File: src/rtl/iterative_sqrt_pkg.sv
// iterative_sqrt_pkg: shared FSM state type and width helpers for the iterative square-root engine
package iterative_sqrt_pkg;
  typedef enum logic [1:0] {IDLE, BUSY, DONE} state_t;
  function automatic int root_w(input int width);
    return width / 2;
  endfunction
  function automatic bit width_ok(input int width);
    return (width >= 2) && (width % 2 == 0);
  endfunction
endpackage

File: src/rtl/iterative_sqrt_if.sv
// iterative_sqrt_if: operand/result valid-ready bundle; carries remainder when ITERATIVE_SQRT_REMAINDER_EN is defined
interface iterative_sqrt_if
  import iterative_sqrt_pkg::*;
#(
  parameter int WIDTH = 8
);
  localparam int ROOT_W = root_w(WIDTH);
  logic [WIDTH-1:0]  n;
  logic              n_vld;
  logic              n_rdy;
  logic [ROOT_W-1:0] result;
  logic              result_vld;
  logic              result_rdy;
  logic              busy;
`ifdef ITERATIVE_SQRT_REMAINDER_EN
  logic [ROOT_W:0]   remainder;
  modport master(output n, n_vld, result_rdy, input n_rdy, result, result_vld, busy, remainder);
  modport slave(input n, n_vld, result_rdy, output n_rdy, result, result_vld, busy, remainder);
`else
  modport master(output n, n_vld, result_rdy, input n_rdy, result, result_vld, busy);
  modport slave(input n, n_vld, result_rdy, output n_rdy, result, result_vld, busy);
`endif
endinterface

File: src/rtl/iterative_sqrt_step.sv
// iterative_sqrt_step: one restoring digit of the square-root recurrence (combinational)
module iterative_sqrt_step #(
  parameter int ROOT_W = 4
) (
  input  logic [ROOT_W+1:0] i_rem,
  input  logic [ROOT_W-1:0] i_root,
  input  logic [1:0]        i_bits,
  output logic [ROOT_W+1:0] o_rem,
  output logic [ROOT_W-1:0] o_root
);
  logic [ROOT_W+1:0] w_shift;
  logic [ROOT_W+1:0] w_trial;
  logic              w_ge;
  // bring down two operand bits, try root*4+1, keep the difference if it fits
  always_comb begin
    w_shift = (i_rem << 2) | (ROOT_W+2)'(i_bits);
    w_trial = {i_root, 2'b01};
    w_ge    = w_shift >= w_trial;
    o_rem   = w_ge ? w_shift - w_trial : w_shift;
    o_root  = (i_root << 1) | ROOT_W'(w_ge);
  end
endmodule

File: src/rtl/iterative_sqrt_engine.sv
// iterative_sqrt_engine: multi-cycle floor(sqrt(n)), one root bit per clock; ITERATIVE_SQRT_REMAINDER_EN adds the remainder output
module iterative_sqrt_engine
  import iterative_sqrt_pkg::*;
#(
  parameter int WIDTH = 8
) (
  input logic clk,
  input logic rst,
  iterative_sqrt_if.slave bus
);
  localparam int ROOT_W = root_w(WIDTH);
  localparam int CNT_W  = ROOT_W > 1 ? $clog2(ROOT_W) : 1;
  if (!width_ok(WIDTH)) begin : g_width_check
    $error("iterative_sqrt_engine: WIDTH=%0d must be even and >= 2", WIDTH);
  end
  state_t            r_state;
  state_t            w_next;
  logic [ROOT_W+1:0] r_rem;
  logic [ROOT_W+1:0] w_rem;
  logic [ROOT_W-1:0] r_root;
  logic [ROOT_W-1:0] w_root;
  logic [ROOT_W-1:0] r_result;
  logic [WIDTH-1:0]  r_op;
  logic [CNT_W-1:0]  r_cnt;
  logic              w_accept;
  logic              w_last;
  iterative_sqrt_step #(.ROOT_W(ROOT_W)) u_step (
    .i_rem  (r_rem),
    .i_root (r_root),
    .i_bits (r_op[WIDTH-1 -: 2]),
    .o_rem  (w_rem),
    .o_root (w_root)
  );
  // state register, reset returns to IDLE and drops any in-flight operation
  always_ff @(posedge clk) r_state <= !rst ? IDLE : w_next;
  // next state and handshake outputs
  always_comb begin
    w_accept       = r_state == IDLE && bus.n_vld;
    w_last         = r_state == BUSY && r_cnt == '0;
    w_next         = w_accept ? BUSY : w_last ? DONE : (r_state == DONE && bus.result_rdy) ? IDLE : r_state;
    bus.n_rdy      = r_state == IDLE;
    bus.busy       = r_state == BUSY;
    bus.result_vld = r_state == DONE;
    bus.result     = r_result;
  end
  // datapath: load on accept, one recurrence step per BUSY cycle, capture root on the final step
  always_ff @(posedge clk) begin
    if (!rst) begin
      r_rem    <= '0;
      r_root   <= '0;
      r_op     <= '0;
      r_cnt    <= '0;
      r_result <= '0;
    end else if (w_accept) begin
      r_op   <= bus.n;
      r_rem  <= '0;
      r_root <= '0;
      r_cnt  <= CNT_W'(ROOT_W - 1);
    end else if (r_state == BUSY) begin
      r_rem  <= w_rem;
      r_root <= w_root;
      r_op   <= r_op << 2;
      r_cnt  <= r_cnt - 1'b1;
      if (w_last) r_result <= w_root;
    end
  end
`ifdef ITERATIVE_SQRT_REMAINDER_EN
  logic [ROOT_W:0] r_remainder;
  // final remainder never exceeds 2*root, so ROOT_W+1 bits hold it exactly
  always_ff @(posedge clk) begin
    if (!rst) r_remainder <= '0;
    else if (w_last) r_remainder <= w_rem[ROOT_W:0];
  end
  assign bus.remainder = r_remainder;
`endif
endmodule

File: src/flat_wrapper.sv
// flat-port wrapper written by rule: the top's interface ports become plain ports
module iterative_sqrt_engine_flat import iterative_sqrt_pkg::*;
#(
  parameter int WIDTH = 8
)
  (clk, rst, bus_n, bus_n_vld, bus_result_rdy, bus_n_rdy, bus_result, bus_result_vld, bus_busy);
  iterative_sqrt_if #(.WIDTH(WIDTH)) bus_i ();
  input logic clk;
  input logic rst;
  input wire logic [$bits(bus_i.n)-1:0] bus_n;
  input wire logic [$bits(bus_i.n_vld)-1:0] bus_n_vld;
  input wire logic [$bits(bus_i.result_rdy)-1:0] bus_result_rdy;
  output wire logic [$bits(bus_i.n_rdy)-1:0] bus_n_rdy;
  output wire logic [$bits(bus_i.result)-1:0] bus_result;
  output wire logic [$bits(bus_i.result_vld)-1:0] bus_result_vld;
  output wire logic [$bits(bus_i.busy)-1:0] bus_busy;
  assign bus_i.n = bus_n;
  assign bus_i.n_vld = bus_n_vld;
  assign bus_i.result_rdy = bus_result_rdy;
  assign bus_n_rdy = bus_i.n_rdy;
  assign bus_result = bus_i.result;
  assign bus_result_vld = bus_i.result_vld;
  assign bus_busy = bus_i.busy;
  iterative_sqrt_engine #(.WIDTH(WIDTH)) u_core (.clk(clk), .rst(rst), .bus(bus_i));
endmodule
File: config.mk
export PLATFORM = sky130hd
export DESIGN_NAME = iterative_sqrt_engine_flat
export DESIGN_NICKNAME = d
export VERILOG_FILES = /design/src/rtl/iterative_sqrt_pkg.sv /design/src/rtl/iterative_sqrt_if.sv /design/src/rtl/iterative_sqrt_step.sv /design/src/rtl/iterative_sqrt_engine.sv /design/src/flat_wrapper.sv
export SDC_FILE = /design/constraint.sdc
export NUM_CORES = 1
export LEC_CHECK = 0
export ABC_AREA = 1
export CAP_MARGIN = 20
export CORE_MARGIN = 5
export CORE_UTILIZATION = 46
export DETAILED_ROUTE_END_ITERATION = 7
export HOLD_SLACK_MARGIN = 0.08
export PLACE_DENSITY = 0.72
export SLEW_MARGIN = 20
export SYNTH_ARGS = -nofsm -noshare
export SYNTH_HDL_FRONTEND = slang
export SYNTH_SLANG_ARGS = --single-unit
export TNS_END_PERCENT = 100
File: constraint.sdc
create_clock -name clk -period 1.35 [get_ports clk]
set_input_delay 0.27 -clock clk [delete_from_list [all_inputs] [get_ports clk]]
set_output_delay 0.27 -clock clk [all_outputs]
set_load 0.03 [all_outputs]
==> qor.yml <==
setup_path:
  worst_case_reg_to_reg_path_depth: 10
  timing.reg2reg.setup_slack_ps: 10
  cpLargestDelayFamily: "flip-flops"
  worstSetupEndpointType: "output pin"
  critPathSlowestCell: "dfxtp_4"
  cp_data_arrival_time_ps: 1080
  critical_path.max_stage_delay_ps: 390
  critical_path_class: "flip-flop to output pin"
  setup.worst_path.start_class: "flip-flop"
  worstPathMaxFanout: 4
  critical_path_depth: 3
  worstPathRequired_ps: 1080
  worst-path-buf-inv: 2
  crit_chain: "nor2_4 > buf_12 > buf_8"
global_route:
  vias_in_the_first_global_route: 1192
  global_route.usage.total_pct: 17.1
  grt_pass1_wl_um: 4730
  maximum_number_of_pins_on_one_net_before_global_route_repair: 13
  grt_overflow: 0
  number_of_antenna_violations_at_the_first_check_in_global_routing: 0
routing:
  drt-pass1-iter-count: 4
  drt-wirelength-per-cell_um: 12.0
  final_antenna_violating_net_count: 0
  drt-initial-drc-count: 57
  vias_post_dr: 1204
  drt-vias-per-instance: 5.04
  routed_wirelength_um: 2880
  post-route-drc-count: 0
clock_tree:
  post_cts_hold_buffer_count: 0
  clk_root_buffer_cell: "clkbuf_4"
  tritoncts: "built"
  cts.htree.levels: 1
  clk_latency_ps: 310
  clk_path_buf_depth: 2
  cts_buffers: 3
  clk_pin_slew_worst_paths_ps: 130
  cts_num_sinks: 24
final_layout:
  antenna-diode-count: 0
  final_net_count: 230
  synthToLayoutAreaGrowth_pct: 49.2
  final_layout_size_suffix_gt1_share_pct: 32.5
status:
  outcome: "finished with violations"
  failed_checks: "negative setup slack"
yosys:
  synth_seq_cells: 24
  postSynthNetCount: 189
  yosys.area_share.xor_xnor_pct: 0.745
  synthTopCellsByArea: "dfxtp_1 (41%), nand2_1 (19%), ha_1 (7.5%), inv_1 (7.3%), a21oi_1 (6.4%)"
  combinational_family_with_the_most_area_after_synthesis: "simple AND/OR/NAND/NOR gates"
  synthDominantCellAreaShare_pct: 40.9
  synthArstFlopShare_pct: 0
  synth_simple_gate_area_share_pct: 29.2
  yosys.cell_count.top_type: "nand2_1"
  yosys.area.top_type: "dfxtp_1"
  postSynth.topFlopCell: "dfxtp_1"
  count_of_flip_flops_with_a_built_in_enable_after_synthesis: 0
  synthesis.yosys.warnings: 0
  syn-instance-count: 170
  adder_cell_share_of_the_synthesized_area_pct: 7.45
  synth_cell_types: 19
  synth_seq_area_share_pct: 40.9
  synth-compound-area-share_pct: 11.5
  muxShareOfSynthArea_pct: 0
  syn-cell-area_um2: 1170
  syn_avg_cell_area_um2: 6.91
  synth.cells.most_frequent: "nand2_1 (61), dfxtp_1 (24), inv_1 (23), a21oi_1 (15), nor2_1 (11)"
floorplan:
  number_of_placement_rows: 18
  overall_die_area_um2: 3660
  design.portCount: 19
  floorplan.die.width_um: 60.5
  die_height_um: 60.5
  initial_core_util_pct: 47.9
  placeable_core_region_um2: 2450
sta:
  hold_viol: 0
  max_slew.worst_pin.slew_ps: 415
  share_of_the_clock_period_used_by_the_worst_path_pct: 100
  fmaxAchievable_mhz: 739
  skew_ps: 6.08
  drv_slew: 0
  rsz0062_at_grt: "yes"
  timing.max_slew.rel_slack_pct: 72.3
  finalWorstSetupSlack_ps: -3.19
  fin_worst_hold_slack_ps: 468
  setup-violations-final: 1
  min_period_ps: 1350
power_and_ir_drop:
  power_per_cell_area_nw_per_um2: 1060
  peakVddDrop_uv: 1010
  power.total_mw: 1.85
  cellLeakagePower_nw: 0.757
worst_hold_path:
  holdPathStages: 2
  hold_path.class: "flip-flop to flip-flop"
placed_design:
  dpl.hpwl_um: 1950
  gp_congestion: 0.875
  pre_cts_ws_ps: -160
  port_buffers: 18
job:
  cap_violations: 0
[state kept, by name, indices dropped and copies added (netlist names)]
| signal | flops |
|---|---|
| u_core.r_rem | 4 |
| u_core.bus.result | 4 |
| u_core.r_root | 4 |
| u_core.r_cnt | 2 |
| u_core.r_op | 8 |
| u_core.r_state | 2 |
[path summary, 6_finish.rpt]
| path | from | end |
|---|---|---|
| max reg2reg | u_core.r_root[0] | u_core.r_rem[3] |
| min reg2reg | u_core.r_cnt[1] | u_core.r_cnt[1] |
| max | u_core.r_state[1] | bus_busy |
| min | u_core.r_cnt[1] | u_core.r_cnt[1] |
[per-layer routing]
metal  global-route usage, %  routed length [um]
met1                    18.4                1190
met2                    32.4                1520
met3                    4.04                 119
met4                    5.57                  40
met5                       0                   0
[worst min-delay path, cell delays in order (launching register included)]
cell and delay (ps):
dfxtp_1 320, inv_1 60, a21oi_1 60
[final cells by class]
| cell class | count | area, um2 |
|---|---|---|
| repair buffers | 38 | 353 |
| multi-input cells | 118 | 747 |
| fillers | 194 | 702 |
| flip-flops and latches | 24 | 493 |
| inverters | 26 | 100 |
| clock buffers | 3 | 22.5 |
| well taps | 30 | 37.5 |
[cell usage in the layout (no fill, tap or decap), types with 7 or more instances in the layout]
cell type        netlist  routed
dfxtp_2                0       7
dfxtp_1               24      16
clkdlybuf4s50_1        0      11
a21oi_1               15      14
nand2_1               61      52
inv_1                 23      18
inv_2                  3       7
buf_4                  1      17
nor2_1                11       7
[logic make-up after synthesis]
group	Yosys count
compound gates	25
xor+xnor	1
fa+ha+maj	7
buf+inv	29
flops	24
simple gates	84
[stage by stage]
step / setup TNS [ps] / std cells / cell area [um2] / utilization, %
floorplan: -27.8 / 170 / 1190 / -
global placement: -717 / 229 / 1490 / 60.9
detailed placement: -1100 / 229 / 1490 / 60.9
CTS: -51.0 / 237 / 1630 / 66.6
global route: -403 / 239 / 1750 / 71.4
finish: -3.19 / 239 / 1750 / 71.4
[what timing repair did]
action,4_1_cts,5_1_grt
resized for setup,24,34
gates cloned,0,1
endpoints found under the setup margin,12,16
buffers inserted,5,1
pin swaps,12,17
[power breakdown]
part,total [mW],switching [mW],internal (mW)
clock,0.310,0.206,0.104
combinational,0.744,0.402,0.342
sequential,0.799,0.0351,0.764
total,1.85,0.643,1.21
Power figures use the tool's default switching activity.
